<file path="config.mk">
export PLATFORM = sky130hd
export DESIGN_NAME = front_spi_arbiter
export DESIGN_NICKNAME = d
export VERILOG_FILES = /design/src/rtl/front_spi_arbiter.sv
export SDC_FILE = /design/constraint.sdc
export NUM_CORES = 1
export LEC_CHECK = 0
export CORE_UTILIZATION = 25
export CTS_CLUSTER_SIZE = 16
export DETAILED_ROUTE_END_ITERATION = 10
export MAX_ROUTING_LAYER = met4
export SLEW_MARGIN = 0
export SYNTH_ARGS = -nofsm -noshare
export SYNTH_HDL_FRONTEND = slang
export SYNTH_SLANG_ARGS = --single-unit
</file>
<file path="constraint.sdc">
create_clock -name i_clk -period 2.8 [get_ports i_clk]
set_input_delay 0.84 -clock i_clk [delete_from_list [all_inputs] [get_ports i_clk]]
set_output_delay 0.84 -clock i_clk [all_outputs]
set_load 0.05 [all_outputs]
</file>
<file path="src/rtl/front_spi_arbiter.sv">
// Round-robin arbiter/sequencer in front of the shared front-panel SPI master.
// Latches the granted channel's word, launches one transfer, routes CS and returns MISO with done/timeout status.
module front_spi_arbiter #(
   parameter int unsigned N_CH        = 2,
   parameter int unsigned DW          = 24,
   parameter int unsigned GAP_CYC     = 4,
   parameter int unsigned TIMEOUT_CYC = 4096
) (
   input  logic                 i_clk,
   input  logic                 i_rst,
   input  logic [N_CH-1:0]      i_req,
   input  logic [N_CH*DW-1:0]   i_mosi_data,
   output logic [N_CH-1:0]      o_ack,
   output logic [N_CH-1:0]      o_done,
   output logic [DW-1:0]        o_miso_data,
   output logic [N_CH-1:0]      o_timeout_err,
   input  logic                 i_err_clear,
   output logic                 o_busy,
   output logic                 o_spi_start,
   output logic [DW-1:0]        o_mosi_data,
   input  logic [DW-1:0]        i_miso_data,
   input  logic                 i_spi_cs,
   output logic [N_CH-1:0]      o_cs_n
);

   localparam int unsigned PW     = (N_CH > 1) ? $clog2(N_CH) : 1;
   localparam int unsigned T_MAXC = (GAP_CYC > TIMEOUT_CYC) ? GAP_CYC : TIMEOUT_CYC;
   localparam int unsigned TW     = (T_MAXC > 0) ? $clog2(T_MAXC + 1) : 1;

   localparam logic [TW-1:0] GAP_V   = TW'(GAP_CYC);
   localparam logic [TW-1:0] TO_V    = TW'(TIMEOUT_CYC);
   localparam logic [TW-1:0] T_SAT   = TW'(T_MAXC);
   localparam logic [PW-1:0] PTR_RST = PW'(N_CH - 1);

   typedef enum logic [1:0] {
      IDLE,
      START,
      XFER,
      GAP
   } state_t;

   // Completion and abort both leave through the same state.
   localparam state_t END_STATE = (GAP_CYC == 0) ? IDLE : GAP;

   state_t           state, state_nxt;
   logic [PW-1:0]    ptr;
   logic [PW-1:0]    grant;
   logic [PW-1:0]    gnt_idx;
   logic [PW-1:0]    cand_idx;
   logic             gnt_vld;
   logic [31:0]      cand;
   logic [TW-1:0]    timer;
   logic             cs_q;
   logic             cs_rise;
   logic             tmo_hit;
   logic [N_CH-1:0]  err_set;

   assign cs_rise = ~cs_q & i_spi_cs;
   assign tmo_hit = (TIMEOUT_CYC != 0) && (timer == TO_V);

   // First requester after the last grant, wrapping modulo N_CH.
   always_comb begin
      gnt_idx  = ptr;
      gnt_vld  = 1'b0;
      cand     = '0;
      cand_idx = '0;
      for (int unsigned i = 1; i <= N_CH; i++) begin
         cand     = (32'(ptr) + i) % N_CH;
         cand_idx = PW'(cand);
         if (!gnt_vld && i_req[cand_idx]) begin
            gnt_vld = 1'b1;
            gnt_idx = cand_idx;
         end
      end
   end

   always_ff @(posedge i_clk or posedge i_rst) begin
      if (i_rst) begin
         state <= IDLE;
      end else begin
         state <= state_nxt;
      end
   end

   always_comb begin
      state_nxt = state;
      unique case (state)
         IDLE:    if (gnt_vld) state_nxt = START;
         START: begin
            if (!i_spi_cs)   state_nxt = XFER;
            else if (tmo_hit) state_nxt = END_STATE;
         end
         XFER:    if (cs_rise || tmo_hit) state_nxt = END_STATE;
         GAP:     if (timer == GAP_V) state_nxt = IDLE;
         default: state_nxt = IDLE;
      endcase
   end

   always_comb begin
      o_busy = (state != IDLE);
      o_cs_n = '1;
      if (state == START || state == XFER) begin
         o_cs_n[grant] = i_spi_cs;
      end
   end

   // A cs rise coinciding with expiry counts as a normal completion.
   always_comb begin
      err_set = '0;
      if ((state == START && i_spi_cs && tmo_hit) ||
          (state == XFER && !cs_rise && tmo_hit)) begin
         err_set[grant] = 1'b1;
      end
   end

   always_ff @(posedge i_clk or posedge i_rst) begin
      if (i_rst) begin
         ptr           <= PTR_RST;
         grant         <= '0;
         timer         <= '0;
         cs_q          <= 1'b1;
         o_ack         <= '0;
         o_done        <= '0;
         o_spi_start   <= 1'b0;
         o_mosi_data   <= '0;
         o_miso_data   <= '0;
         o_timeout_err <= '0;
      end else begin
         cs_q        <= i_spi_cs;
         o_ack       <= '0;
         o_done      <= '0;
         o_spi_start <= 1'b0;

         if (state_nxt != state) begin
            timer <= '0;
         end else if (state != IDLE && timer != T_SAT) begin
            timer <= timer + 1'b1;
         end

         if (state == IDLE && gnt_vld) begin
            ptr            <= gnt_idx;
            grant          <= gnt_idx;
            o_mosi_data    <= i_mosi_data[gnt_idx*DW +: DW];
            o_ack[gnt_idx] <= 1'b1;
            o_spi_start    <= 1'b1;
         end

         if (state == XFER && cs_rise) begin
            o_miso_data   <= i_miso_data;
            o_done[grant] <= 1'b1;
         end

         if (i_err_clear) begin
            o_timeout_err <= '0;
         end else begin
            o_timeout_err <= o_timeout_err | err_set;
         end
      end
   end

endmodule
</file>
==> impl_metrics.env <==
export IMPL_avgSynthCellArea_um2=10.3
export IMPL_antennaDiodeCount=0
export IMPL_cts_tree="yes"
export IMPL_fin_cells=637
export IMPL_post_route_min_period_ps=2550
export IMPL_synth_top_area_cell="dfrtp_1"
export IMPL_via_per_inst=4.61
export IMPL_clockPowerShare_pct=16.3
export IMPL_synthTopCellsByArea="dfrtp_1 (54%), nand2_1 (9.0%), a222oi_1 (7.3%)"
export IMPL_p_per_area_mw_per_mm2=1210
export IMPL_hp_start="o_miso_data[23]"
export IMPL_cts_buffer_depth=2
export IMPL_vdd_drop_max_v=0.000527
export IMPL_sw_frac_of_total_pct=47.0
export IMPL_outcome="finished, final reports clean"
export IMPL_grt_first_pass_wirelength_mm=14.3
export IMPL_nFillCells=1279
export IMPL_htree_levels=3
export IMPL_seqPwrFrac_pct=27.5
export IMPL_die_w_um=117
export IMPL_finalCritPeriodShare_pct=90.9
export IMPL_cts_resized=0
export IMPL_grt_max_degree=31
export IMPL_dp_cells=621
export IMPL_syn_to_final_growth_pct=57.0
export IMPL_cp_end_kind="output pin"
export IMPL_antenna_found_initial=0
export IMPL_drv_slew=0
export IMPL_ys_types=40
export IMPL_dp_hpwl_mm=6.71
export IMPL_post_drt_wl_per_cell_um=14.6
export IMPL_critPathArrivalTime_ps=1710
export IMPL_worst_pin_slew_ps=544
export IMPL_critical_path_max_stage_delay_ps=420
export IMPL_nNetsFinal=544
export IMPL_clk_pin_slew_ps=50
export IMPL_synth_edf_count=0
export IMPL_fin_hold_ws_ps=468
export IMPL_r2r_end="timer[1]"
export IMPL_r2r_start="state[0]"
export IMPL_postRouteAntennaNets=0
export IMPL_synth_seq_cells=73
export IMPL_clkSinkCount=73
export IMPL_synthCells=318
export IMPL_hold_viol_final=0
export IMPL_min_to="o_miso_data[23]"
export IMPL_clock_fmax_mhz=393
export IMPL_pwr_share_comb_pct=56.1
export IMPL_ys_seq_area_share_pct=55.6
export IMPL_internal_power_uw=3300
export IMPL_drive_gt1_share_pct=7.96
export IMPL_die_y_um=117
export IMPL_relSlewSlack_pct=63.7
export IMPL_fin_area_mm2=0.00516
export IMPL_rows=41
export IMPL_insertion_delay_ps=340
export IMPL_gp_congestion=0.768
export IMPL_synth_ff_type="dfrtp_1"
export IMPL_grt_pass1_vias=2880
export IMPL_critPathSlowestCell="clkdlybuf4s50_1"
export IMPL_max_cap_viol_count=0
export IMPL_r2r_cells=6
export IMPL_setup_viol=0
export IMPL_grt_overflow_total=0
export IMPL_clockRootBuffer="clkbuf_16"
export IMPL_cts_buffers=9
export IMPL_fp_dieArea_mm2=0.0136
export IMPL_drt_iter0_drc=193
export IMPL_rsz0062_at_grt="false"
export IMPL_worstHoldPathCells=2
export IMPL_rrSetupSlack_ps=690
export IMPL_syn_area_mm2=0.00329
export IMPL_postCtsSetupBuffers=0
export IMPL_ys_warn_count=0
export IMPL_postPlaceCellArea_mm2=0.00491
export IMPL_postCtsHoldBufs=0
export IMPL_synth_top_cell_area_share_pct=54.0
export IMPL_worst_path_max_fanout=4
export IMPL_vias=2937
export IMPL_start_util_pct=25.9
export IMPL_layout_commonest_cell="clkdlybuf4s50_1"
export IMPL_totalWireLength_mm=9.32
export IMPL_hp_class="flop to flop"
export IMPL_switching_power_uw=2920
export IMPL_io_pins=136
export IMPL_fin_worst_skew_ps=10.1
export IMPL_fin_tns_setup_ps=0
export IMPL_final_cell_mix="clkdlybuf4s50_1 (132), nand2_1 (79), dfrtp_1 (71)"
export IMPL_track_usage_pct=14.7
export IMPL_io_buffers=135
export IMPL_drc=0
export IMPL_crit_type="input port to output pin"
export IMPL_dr_pass1_iters=5
export IMPL_start_kind="input port"
export IMPL_syn_num_nets=402
export IMPL_p_leak_uw=0.00237
export IMPL_core_area_mm2=0.0127
export IMPL_critical_path_cell_chain="clkdlybuf4s50_1 > inv_1 > nand3_1 > buf_12"
export IMPL_synthArstFlopShare_pct=100
export IMPL_cp_required_ps=1960
-- worst max-delay path, delay by kind of cell --
kind | cells | cell delay [ps]
simple gates | 1 | 140
buf+inv | 3 | 720
-- sequential cells by signal (all words and copies together) (netlist names) --
| register | count |
|---|---|
| o_miso_data | 24 |
| o_ack | 2 |
| cs_q | 1 |
| o_done | 2 |
| o_spi_start | 1 |
| ptr | 1 |
| o_mosi_data | 24 |
| timer | 13 |
| o_timeout_err | 2 |
| grant | 1 |
| state | 2 |
-- cell type report --
| cell class | instances | area [um2] | area share [%] |
|---|---|---|---|
| inverter | 37 | 139 | 2.69 |
| clock inverter | 2 | 10.0 | 0.194 |
| multi-input combinational | 193 | 1240 | 24.0 |
| clock buffer | 14 | 244 | 4.72 |
| timing repair buffer | 146 | 1490 | 28.8 |
| tap | 172 | 215 | 4.17 |
| sequential | 73 | 1830 | 35.4 |
-- layer usage --
| metal | vias up | wire, um | global-route usage (%) |
|---|---|---|---|
| met5 | - | 0 | - |
| met4 | 0 | 90 | 5.15 |
| met3 | 9 | 637 | 5.19 |
| met2 | 111 | 4560 | 23.2 |
| met1 | 1414 | 4040 | 17.2 |
| li1 | 1403 | - | - |
-- cell families after synthesis --
group	share of synthesized area (%)
and+or+nand+nor	19.3
DFF	55.6
buffers and inverters	6.89
AOI/OAI and AO/OA	12.4
xor gates and xnor gates	2.93
adders and majority gates	2.28
muxes	0.609
-- synth_stat cells (2+ instances only) --
cell,instances
a21oi_1,7
dfrtp_1,71
clkbuf_1,7
nand2b_1,3
and4_1,2
o21ai_0,2
nor4_1,14
nand2_1,79
nor3_1,2
buf_6,3
dfstp_2,2
ha_1,6
and3b_1,2
a41oi_1,2
a31oi_1,3
inv_2,2
inv_1,35
nor4_4,2
mux2i_1,2
nand4_1,5
o311ai_0,2
nand3_1,4
xnor2_1,5
nor2b_1,2
nor2_1,8
a222oi_1,24
buf_2,4
xor2_1,6
-- worst max path at each step --
stage / startpoint / end / slack (ps) / cells past startpoint
floorplan: i_rst / grant / 110 / 1
global placement: i_req[1] / timer[6] / 200 / 5
detailed placement: i_req[0] / timer[5] / 90 / 5
CTS: state[0] / o_busy / 230 / 4
global route: state[0] / o_busy / 130 / 4
finish: i_spi_cs / o_cs_n[1] / 250 / 4
-- metrics by stage --
stage	util, %	worst slack [ps]	total power [uW]
2_1_floorplan	-	110	4010
3_3_place_gp	38.6	197	5190
3_5_place_dp	38.6	90.8	5230
4_1_cts	40.6	231	6280
5_1_grt	40.6	128	6570
6_report	40.6	254	6220
-- power groups by stage --
stage / Sequential (uW) / Clock (uW) / Combinational, uW
4_1_cts: 1710 / 1050 / 3520
6_report: 1710 / 1020 / 3490
3_5_place_dp: 1720 / 0 / 3510
2_1_floorplan: 2930 / 0 / 1080
5_1_grt: 1760 / 1110 / 3690
3_3_place_gp: 1720 / 0 / 3470
(Power assumes the default switching activity.)
